[config.mk]
export PLATFORM = sky130hd
export DESIGN_NAME = k12a_alu_writeback
export DESIGN_NICKNAME = d
export VERILOG_FILES = /design/src/rtl/k12a_alu_writeback.sv
export SDC_FILE = /design/constraint.sdc
export NUM_CORES = 1
export LEC_CHECK = 0
export ABC_AREA = 1
export CORE_UTILIZATION = 35
export DETAILED_ROUTE_END_ITERATION = 6
export GPL_ROUTABILITY_DRIVEN = 0
export PLACE_DENSITY = 0.79
export SLEW_MARGIN = 25
export SYNTH_ARGS = -nofsm -noshare
export SYNTH_HDL_FRONTEND = slang
export SYNTH_SLANG_ARGS = --single-unit
[constraint.sdc]
create_clock -name clock -period 1.35 [get_ports clock]
set_input_delay 0.27 -clock clock [delete_from_list [all_inputs] [get_ports clock]]
set_output_delay 0.27 -clock clock [all_outputs]
set_load 0.02 [all_outputs]
[src/rtl/k12a_alu_writeback.sv]
`default_nettype none
// ============================================================================
//  Module      : k12a_alu_writeback
//  Description : ALU result writeback sequencer. On a start request it lets
//                the shared data bus settle for SETTLE_CYCLES cycles, then
//                spends one capture cycle. At the end of capture it either
//                writes the bus value into one of four 8-bit registers
//                (register mode) or latches the ALU condition into the skip
//                flag (condition mode).
//  Revision    : 1.0  initial release
// ============================================================================
module k12a_alu_writeback #(
   // Bus-settle cycles before capture; legal range 1..15. The 4-bit settle
   // counter only needs to reach SETTLE_CYCLES-1, so it never wraps.
   parameter int unsigned SETTLE_CYCLES = 1
) (
   input  logic        clock,
   input  logic        reset_n,
   input  logic        wb_start,
   input  logic        wb_mode,
   input  logic [15:0] inst,
   inout  wire  [7:0]  data_bus,
   input  logic        alu_condition,
   input  logic        skip_clear,
   output logic        alu_load_n,
   output logic [7:0]  a,
   output logic [7:0]  b,
   output logic [7:0]  c,
   output logic [7:0]  d,
   output logic        skip,
   output logic        busy,
   output logic        wb_done
);

   // Last value of the settle counter before moving on to capture.
   localparam logic [3:0] SETTLE_LAST = 4'(SETTLE_CYCLES - 1);

   // Writeback sequencer states.
   typedef enum logic [1:0] {
      IDLE    = 2'd0,
      SETTLE  = 2'd1,
      CAPTURE = 2'd2
   } state_t;

   state_t      state_q;
   state_t      state_d;
   logic [3:0]  cnt_q;
   logic [3:0]  cnt_d;
   logic [1:0]  dest_q;
   logic [1:0]  dest_d;
   logic        mode_q;
   logic        mode_d;
   logic        load_n_d;
   logic        done_d;

   // Capture strobes, decoded from the state register.
   logic        capture_edge;
   logic        reg_write;
   logic        skip_load;
   logic [3:0]  dest_sel;
   logic [7:0]  bus_value;

   // Instruction bits that play no role in writeback.
   logic        unused_inst_bits;

   // The bus belongs to the ALU and other sources; this block only listens.
   assign data_bus  = 8'bzzzz_zzzz;
   assign bus_value = data_bus;

   assign unused_inst_bits = &{1'b0, inst[15:13], inst[10:0]};

   assign busy         = (state_q != IDLE);
   assign capture_edge = (state_q == CAPTURE);
   assign reg_write    = capture_edge && !mode_q;
   assign skip_load    = capture_edge &&  mode_q;

   // One-hot destination select from the latched inst[12:11].
   always_comb begin
      dest_sel = 4'b0000;
      dest_sel[dest_q] = 1'b1;
   end

   // Next-state, settle counter, latched operation and registered outputs.
   always_comb begin
      state_d  = state_q;
      cnt_d    = cnt_q;
      dest_d   = dest_q;
      mode_d   = mode_q;
      load_n_d = alu_load_n;
      done_d   = 1'b0;
      case (state_q)
         IDLE: begin
            load_n_d = 1'b1;
            if (wb_start) begin
               state_d  = SETTLE;
               cnt_d    = 4'd0;
               dest_d   = inst[12:11];
               mode_d   = wb_mode;
               // ALU drives the bus only for register writebacks.
               load_n_d = wb_mode;
            end
         end
         SETTLE: begin
            if (cnt_q == SETTLE_LAST) begin
               state_d = CAPTURE;
            end else begin
               cnt_d = cnt_q + 4'd1;
            end
         end
         CAPTURE: begin
            state_d  = IDLE;
            load_n_d = 1'b1;
            done_d   = 1'b1;
         end
         default: begin
            state_d  = IDLE;
            load_n_d = 1'b1;
         end
      endcase
   end

   // Sequencer state register and latched operation fields.
   always_ff @(posedge clock or negedge reset_n) begin
      if (!reset_n) begin
         state_q    <= IDLE;
         cnt_q      <= 4'd0;
         dest_q     <= 2'd0;
         mode_q     <= 1'b0;
         alu_load_n <= 1'b1;
         wb_done    <= 1'b0;
      end else begin
         state_q    <= state_d;
         cnt_q      <= cnt_d;
         dest_q     <= dest_d;
         mode_q     <= mode_d;
         alu_load_n <= load_n_d;
         wb_done    <= done_d;
      end
   end

   // Register a: loaded from the bus when it is the captured destination.
   always_ff @(posedge clock or negedge reset_n) begin
      if (!reset_n) begin
         a <= 8'h00;
      end else if (reg_write && dest_sel[0]) begin
         a <= bus_value;
      end
   end

   // Register b: loaded from the bus when it is the captured destination.
   always_ff @(posedge clock or negedge reset_n) begin
      if (!reset_n) begin
         b <= 8'h00;
      end else if (reg_write && dest_sel[1]) begin
         b <= bus_value;
      end
   end

   // Register c: loaded from the bus when it is the captured destination.
   always_ff @(posedge clock or negedge reset_n) begin
      if (!reset_n) begin
         c <= 8'h00;
      end else if (reg_write && dest_sel[2]) begin
         c <= bus_value;
      end
   end

   // Register d: loaded from the bus when it is the captured destination.
   always_ff @(posedge clock or negedge reset_n) begin
      if (!reset_n) begin
         d <= 8'h00;
      end else if (reg_write && dest_sel[3]) begin
         d <= bus_value;
      end
   end

   // Skip flag: condition capture wins over a simultaneous clear.
   // inst[11] is dest_q[0], which inverts the condition sense.
   always_ff @(posedge clock or negedge reset_n) begin
      if (!reset_n) begin
         skip <= 1'b0;
      end else if (skip_load) begin
         skip <= alu_condition ^ dest_q[0];
      end else if (skip_clear) begin
         skip <= 1'b0;
      end
   end

endmodule
`default_nettype wire
==> results of run 1 <==
[sequential cells by signal, indices dropped and copies added (netlist names)]
signal / count
state_q: 2
mode_q: 1
wb_done: 1
cnt_q: 4
a: 1
dest_q: 2
alu_load_n: 1
d: 1
b: 1
skip: 1
c: 1
[worst paths after layout]
path / start / endpoint / slack (ps) / cells past startpoint
max: a[0] / a[5] / 7 / 1
min: reset_n / cnt_q[2] / 300 / 2
max reg2reg: state_q[0] / c[0] / 110 / 5
min reg2reg: alu_load_n / alu_load_n / 510 / 2
max in group asynchronous: reset_n / alu_load_n / 800 / 2
min in group clock: alu_load_n / alu_load_n / 510 / 2
[worst register-to-register path, cell delays in order (launching register included)]
cell     delay (ps)
dfrtp_1         400
buf_4           130
buf_4           130
inv_1           100
nand3_1         170
o21a_1          210
[through the flow]
stage | instance area, um^2 | hold WS, ps | util
floorplan | 1020 | -25.6 | -
global placement | 1240 | 489 | 0.479
detailed placement | 1240 | 505 | 0.479
CTS | 1280 | 306 | 0.495
global route | 1240 | 305 | 0.480
finish | 1240 | 300 | 0.480
[synth_stat cells, drive strengths merged]
cell,n
o21a,4
conb,1
inv,12
o21ai,1
nand3b,1
nand2,18
nor2,11
xnor2,1
nand3,8
dfrtp,15
nand4,2
a21oi,3
buf,37
dfstp,1
ha,2
[routing by layer]
metal / track usage / routed length (um) / vias to the layer above
met5: 0 / 0 / -
met4: 0.0643 / 42 / 0
met3: 0.0492 / 203 / 5
met2: 0.193 / 759 / 47
met1: 0.138 / 764 / 331
li1: - / - / 364
[cells by family after synthesis]
logic type               count (synthesis)  synth area share
AO/OA/AOI/OAI                            8            0.0502
XOR/XNOR                                 1           0.00878
adder cells (fa/ha/maj)                  2            0.0251
buffers and inverters                   49             0.327
flip-flops                              16             0.403
other                                    1           0.00376
AND/OR/NAND/NOR                         40             0.182
[layout make-up]
class                           instances  area [um^2]
Inverter                               12         45.0
Clock buffer                            4         26.3
Timing Repair Buffer                   48          422
Tap cell                               30         37.5
Multi-Input combinational cell         59          305
Sequential cell                        16          408
Fill cell                             250         1350
[cell usage in the layout, fill, tap and decap left out, drive strengths merged]
cell	n
nand2	18
xnor2	1
nand4	2
ha	2
clkdlybuf4s50	7
o21ai	1
dlygate4sd2	6
clkdlybuf4s15	18
nor2	11
a21oi	3
o21a	4
nand3	8
clkbuf	14
dfstp	1
inv	12
dfrtp	15
conb	8
nand3b	1
buf	7
[what timing repair did]
| item | CTS | global route |
|---|---|---|
| gates resized for setup | 90 | 15 |
| pin swaps | 0 | 1 |
| hold buffers | 0 | 0 |
| setup buffers | 1 | 0 |
| endpoints found under the setup margin | 36 | 18 |
[where the power goes]
group | switching, W | internal [W] | total (W)
sequential | 0.0000261 | 0.000522 | 0.000548
clock | 0.000148 | 0.000115 | 0.000263
combinational | 0.000146 | 0.0000911 | 0.000237
==> flow_summary.ini, run 1 <==
[floorplanning]
initial_core_util = 0.385
row_count = 18
coreArea_um2 = 2590
fp.dieH_um = 55.4
die_area_um2 = 3070
fp.dieW_um = 55.4
io_pins = 66

[layout]
syn_to_final_growth_pct = 24.7
fin_cells = 169
nets = 164
layout-drive-gt1-share = 0.345
n_antenna_cell = 0

[grt]
grt_antenna_before_repair = 0
first_global_vias = 662
grt_max_degree = 17
grt.overflow.total = 0
grt_usage = 0.121
grt_pass1_wl_um = 2980

[place]
numPlacedInstances = 164
place_ws_ps = -32.5
hpwl_um = 1330
portBuffers = 43

[sta]
fin_setup_tns_ps = 0
report.final.slew_viol_count = 0
hold_viol_final = 0
skew_ps = 4.93
rsz0062_at_grt = true
fmax_mhz = 745
final-setup-viol-count = 0
finalCriticalPeriod_ps = 1340
fin_crit_sh = 0.995
setup_slack_ps = 6.97

[pwr]
p_total_w = 0.00105
power_density_nw_per_um2 = 842
leakage_nw = 0.644
ir_drop_uv = 598

[cts]
clock-sinks = 16
insertion_delay_ps = 290
cts-root-buf = clkbuf_4
clk_pin_slew_worst_paths_ps = 90
clk_path_buf_depth = 2
cts_buffers = 3
cts.htree.levels = 1
cts_tree = yes

[synthesis]
ys_warn_count = 0
yosys_register_bits = 16
postSynthCellCount = 117
synth_area_leaders = dfrtp_1 38%, buf_4 27%, nand2_1 6.4%
synth_top_cell_by_area = dfrtp_1
synth_area_um2 = 997
synth-seq-area-share = 0.403
avgSynthCellArea_um2 = 8.52
yosysUniqueCellTypes = 19
synth.top_cell.area_share = 0.376

[setup_path]
cp_top_family = flip-flops
cp.arrival_ps = 1070
critPathLaunchType = flop
critPathKind = flop to output pin
cpMaxStageDelayCell = dfrtp_2
cp_num_buf_inv = 1
cp-end-kind = output pin
crit_required_ps = 1080
crit_path_cell_trace = dlygate4sd2_1
slowest_delay_ps = 460
worst-path-max-fanout = 9

[routing]
vias = 747
drtIter0Drc = 13
wl_per_cell_um = 10.5
first_pass_iters = 4
post-route-drc-count = 0
routed_wl_um = 1770
ant_nets = 0
viasPerCell = 4.42

[worst_hold_path]
min_path_type = primary input to asynchronous set/reset pin

[run]
drv_cap = 0

[status]
status = complete, no violations
(Power assumes the default switching activity.)
==> run 2, diff against run 1 <==
--- a/config.mk
+++ b/config.mk
@@ -5,11 +5,10 @@
 export SDC_FILE = /design/constraint.sdc
 export NUM_CORES = 1
 export LEC_CHECK = 0
-export ABC_AREA = 1
-export CORE_UTILIZATION = 35
+export CORE_UTILIZATION = 36
 export DETAILED_ROUTE_END_ITERATION = 6
 export GPL_ROUTABILITY_DRIVEN = 0
-export PLACE_DENSITY = 0.79
+export PLACE_DENSITY = 0.8
 export SLEW_MARGIN = 25
 export SYNTH_ARGS = -nofsm -noshare
 export SYNTH_HDL_FRONTEND = slang
==> constraint.sdc (replaced) <==
create_clock -name clock -period 1.35 [get_ports clock]
set_input_delay 0.27 -clock clock [delete_from_list [all_inputs] [get_ports clock]]
set_output_delay 0.27 -clock clock [all_outputs]
set_load 0.05 [all_outputs]
==> run 2 against run 1 <==
Compared with the run above:
- the run now ends with negative setup slack left
- worst setup slack lost 53 ps
- sequential share of layout area shrank 11 points
- clock-buffer cell count is the same
- register-to-register slack lost 110 ps
- routed wire length grew 40%
- non-clock buffer count grew 9
- critical path depth grew 1
- critical endpoint is now busy
==> flow_summary.ini, run 2 <==
[place]
hpwl_um = 1950
numPlacedInstances = 156
portBuffers = 43
place_ws_ps = -139

[sta]
fmax_mhz = 716
setup_slack_ps = -45.9
skew_ps = 5.80
fin_crit_sh = 1.03
rsz0062_at_grt = true
report.final.slew_viol_count = 0
finalCriticalPeriod_ps = 1400
hold_viol_final = 0
final-setup-viol-count = 10

[status]
status = finished, violations left
violations = negative setup slack

[synthesis]
synth-main-ff-cell = dfrtp_1
synth_most_common_cell = buf_4
synth_area_leaders = dfrtp_1 37%, buf_4 27%, mux2_2 4.5%
synth_area_um2 = 1010
synth_top_cell_by_area = dfrtp_1
synthTopCellsByCount = 36 x buf_4, 15 x dfrtp_1, 6 x nand2_1, 5 x inv_1
ys_warn_count = 0
yosysUniqueCellTypes = 31
synth_top_family_by_area = buffers and inverters
synth-async-reset-ratio = 1.00
postSynthCellCount = 103
avgSynthCellArea_um2 = 9.77
yosys_register_bits = 16
synth.area.mux_share = 0.0547
synth-seq-area-share = 0.399
synth_compound_area_frac = 0.0709
yosys.area_share.simple = 0.146
synth_edf_count = 0
synth_fa_ha_area_frac = 0.0249
synthXorXnorAreaFrac = 0.00871
synth.top_cell.area_share = 0.373

[layout]
top_register = cnt_q
n_antenna_cell = 0
layout-drive-gt1-share = 0.522
fillers = 175
final_common_cell = buf_12
nets = 159
largest_reg_flops = 4
mostFrequentLayoutCells = 38 x buf_12, 14 x dfrtp_1, 8 x conb_1, 7 x clkdlybuf4s50_1
reg_top3 = cnt_q x4, dest_q x2, state_q x2
syn_to_final_growth_pct = 81.5
fin_cells = 164

[grt]
grt_antenna_before_repair = 0
first_global_vias = 762
grt.overflow.total = 0
grt_usage = 0.186
grt_max_degree = 13
grt_pass1_wl_um = 3750

[routing]
post-route-drc-count = 0
first_pass_iters = 2
ant_nets = 0
routed_wl_um = 2470
drtIter0Drc = 1
vias = 768
wl_per_cell_um = 15.0
viasPerCell = 4.68

[floorplanning]
fp.dieH_um = 54.9
row_count = 18
die_area_um2 = 3010
fp.dieW_um = 54.9
initial_core_util = 0.392
coreArea_um2 = 2570
io_pins = 66

[pwr]
power_density_nw_per_um2 = 1260
ir_drop_uv = 1260
p_total_w = 0.00230
leakage_nw = 0.807

[cts]
clock-sinks = 16
clk_pin_slew_worst_paths_ps = 100
cts.htree.levels = 1
cts-root-buf = clkbuf_4
cts_buffers = 3
clk_path_buf_depth = 2
cts_tree = yes
insertion_delay_ps = 290

[setup_path]
setup.worst_path.end = busy
crit_required_ps = 1080
cp.arrival_ps = 1130
startpoint = state_q[1]
critPathLaunchType = flop
r2r_end = cnt_q[0]
reg2reg_slack_ps = 0
worst-path-max-fanout = 2
timing.rr.start = cnt_q[0]
critPathKind = flop to output pin
cp-end-kind = output pin
r2r_cells = 5

[run]
drv_cap = 0

[worst_hold_path]
min_path_type = primary input to asynchronous set/reset pin
[run 2: kinds of logic after synthesis]
group | Yosys count
xor+xnor | 1
compound gates | 10
buf+inv | 42
fa+ha+maj | 2
mux | 5
other cells | 1
simple gates | 26
flops | 16
[run 2: report_power, final]
group	switching [W]	total, W	internal (W)
Combinational	0.000612	0.00122	0.000611
Sequential	0.000135	0.000751	0.000615
Clock	0.000159	0.000323	0.000164
[run 2: layer usage]
metal | wire length (um) | track usage | up-vias | share of wire
li1 | - | - | 358 | -
met1 | 914 | 0.180 | 363 | 0.37
met2 | 1290 | 0.369 | 45 | 0.52
met3 | 238 | 0.0528 | 2 | 0.096
met4 | 22 | 0.0513 | 0 | 0.0089
met5 | 0 | 0 | - | 0
[run 2: stage by stage]
stage / utilization / hold WS, ps / instance area (um^2) / setup TNS (ps)
2_1_floorplan: - / -25.6 / 1040 / -13.0
3_3_place_gp: 0.650 / 483 / 1670 / -300
3_5_place_dp: 0.650 / 503 / 1670 / -408
4_1_cts: 0.690 / 210 / 1770 / -144
5_1_grt: 0.711 / 211 / 1830 / -666
6_report: 0.711 / 205 / 1830 / -203
[run 2: final cells by class]
type | instances | area [um^2] | area share
inverter | 5 | 18.8 | 0.0103
tap | 30 | 37.5 | 0.0206
multi-input combinational | 52 | 377 | 0.206
clock buffer | 4 | 36.3 | 0.0199
timing repair buffer | 57 | 951 | 0.521
sequential | 16 | 405 | 0.222
[run 2: repair_timing]
item | CTS | global route
pin swaps | 1 | 4
hold buffers | 0 | 0
hold endpoints to repair | 0 | 0
gates resized for setup | 8 | 15
buffers inserted | 4 | 1
endpoints found under the setup margin | 34 | 24
[run 2: critical path, stage by stage, from the launching register on]
cell and delay (ps):
dfrtp_1 410, or2_4 270, buf_12 150
[run 2: worst min-delay path by stage]
stage / startpoint / to / depth (start not counted)
after floorplan: reset_n / a[0] / 0
after global placement: d[0] / d[0] / 2
after detailed placement: d[0] / d[0] / 2
after CTS: reset_n / mode_q / 1
after global routing: reset_n / mode_q / 1
final: reset_n / mode_q / 1
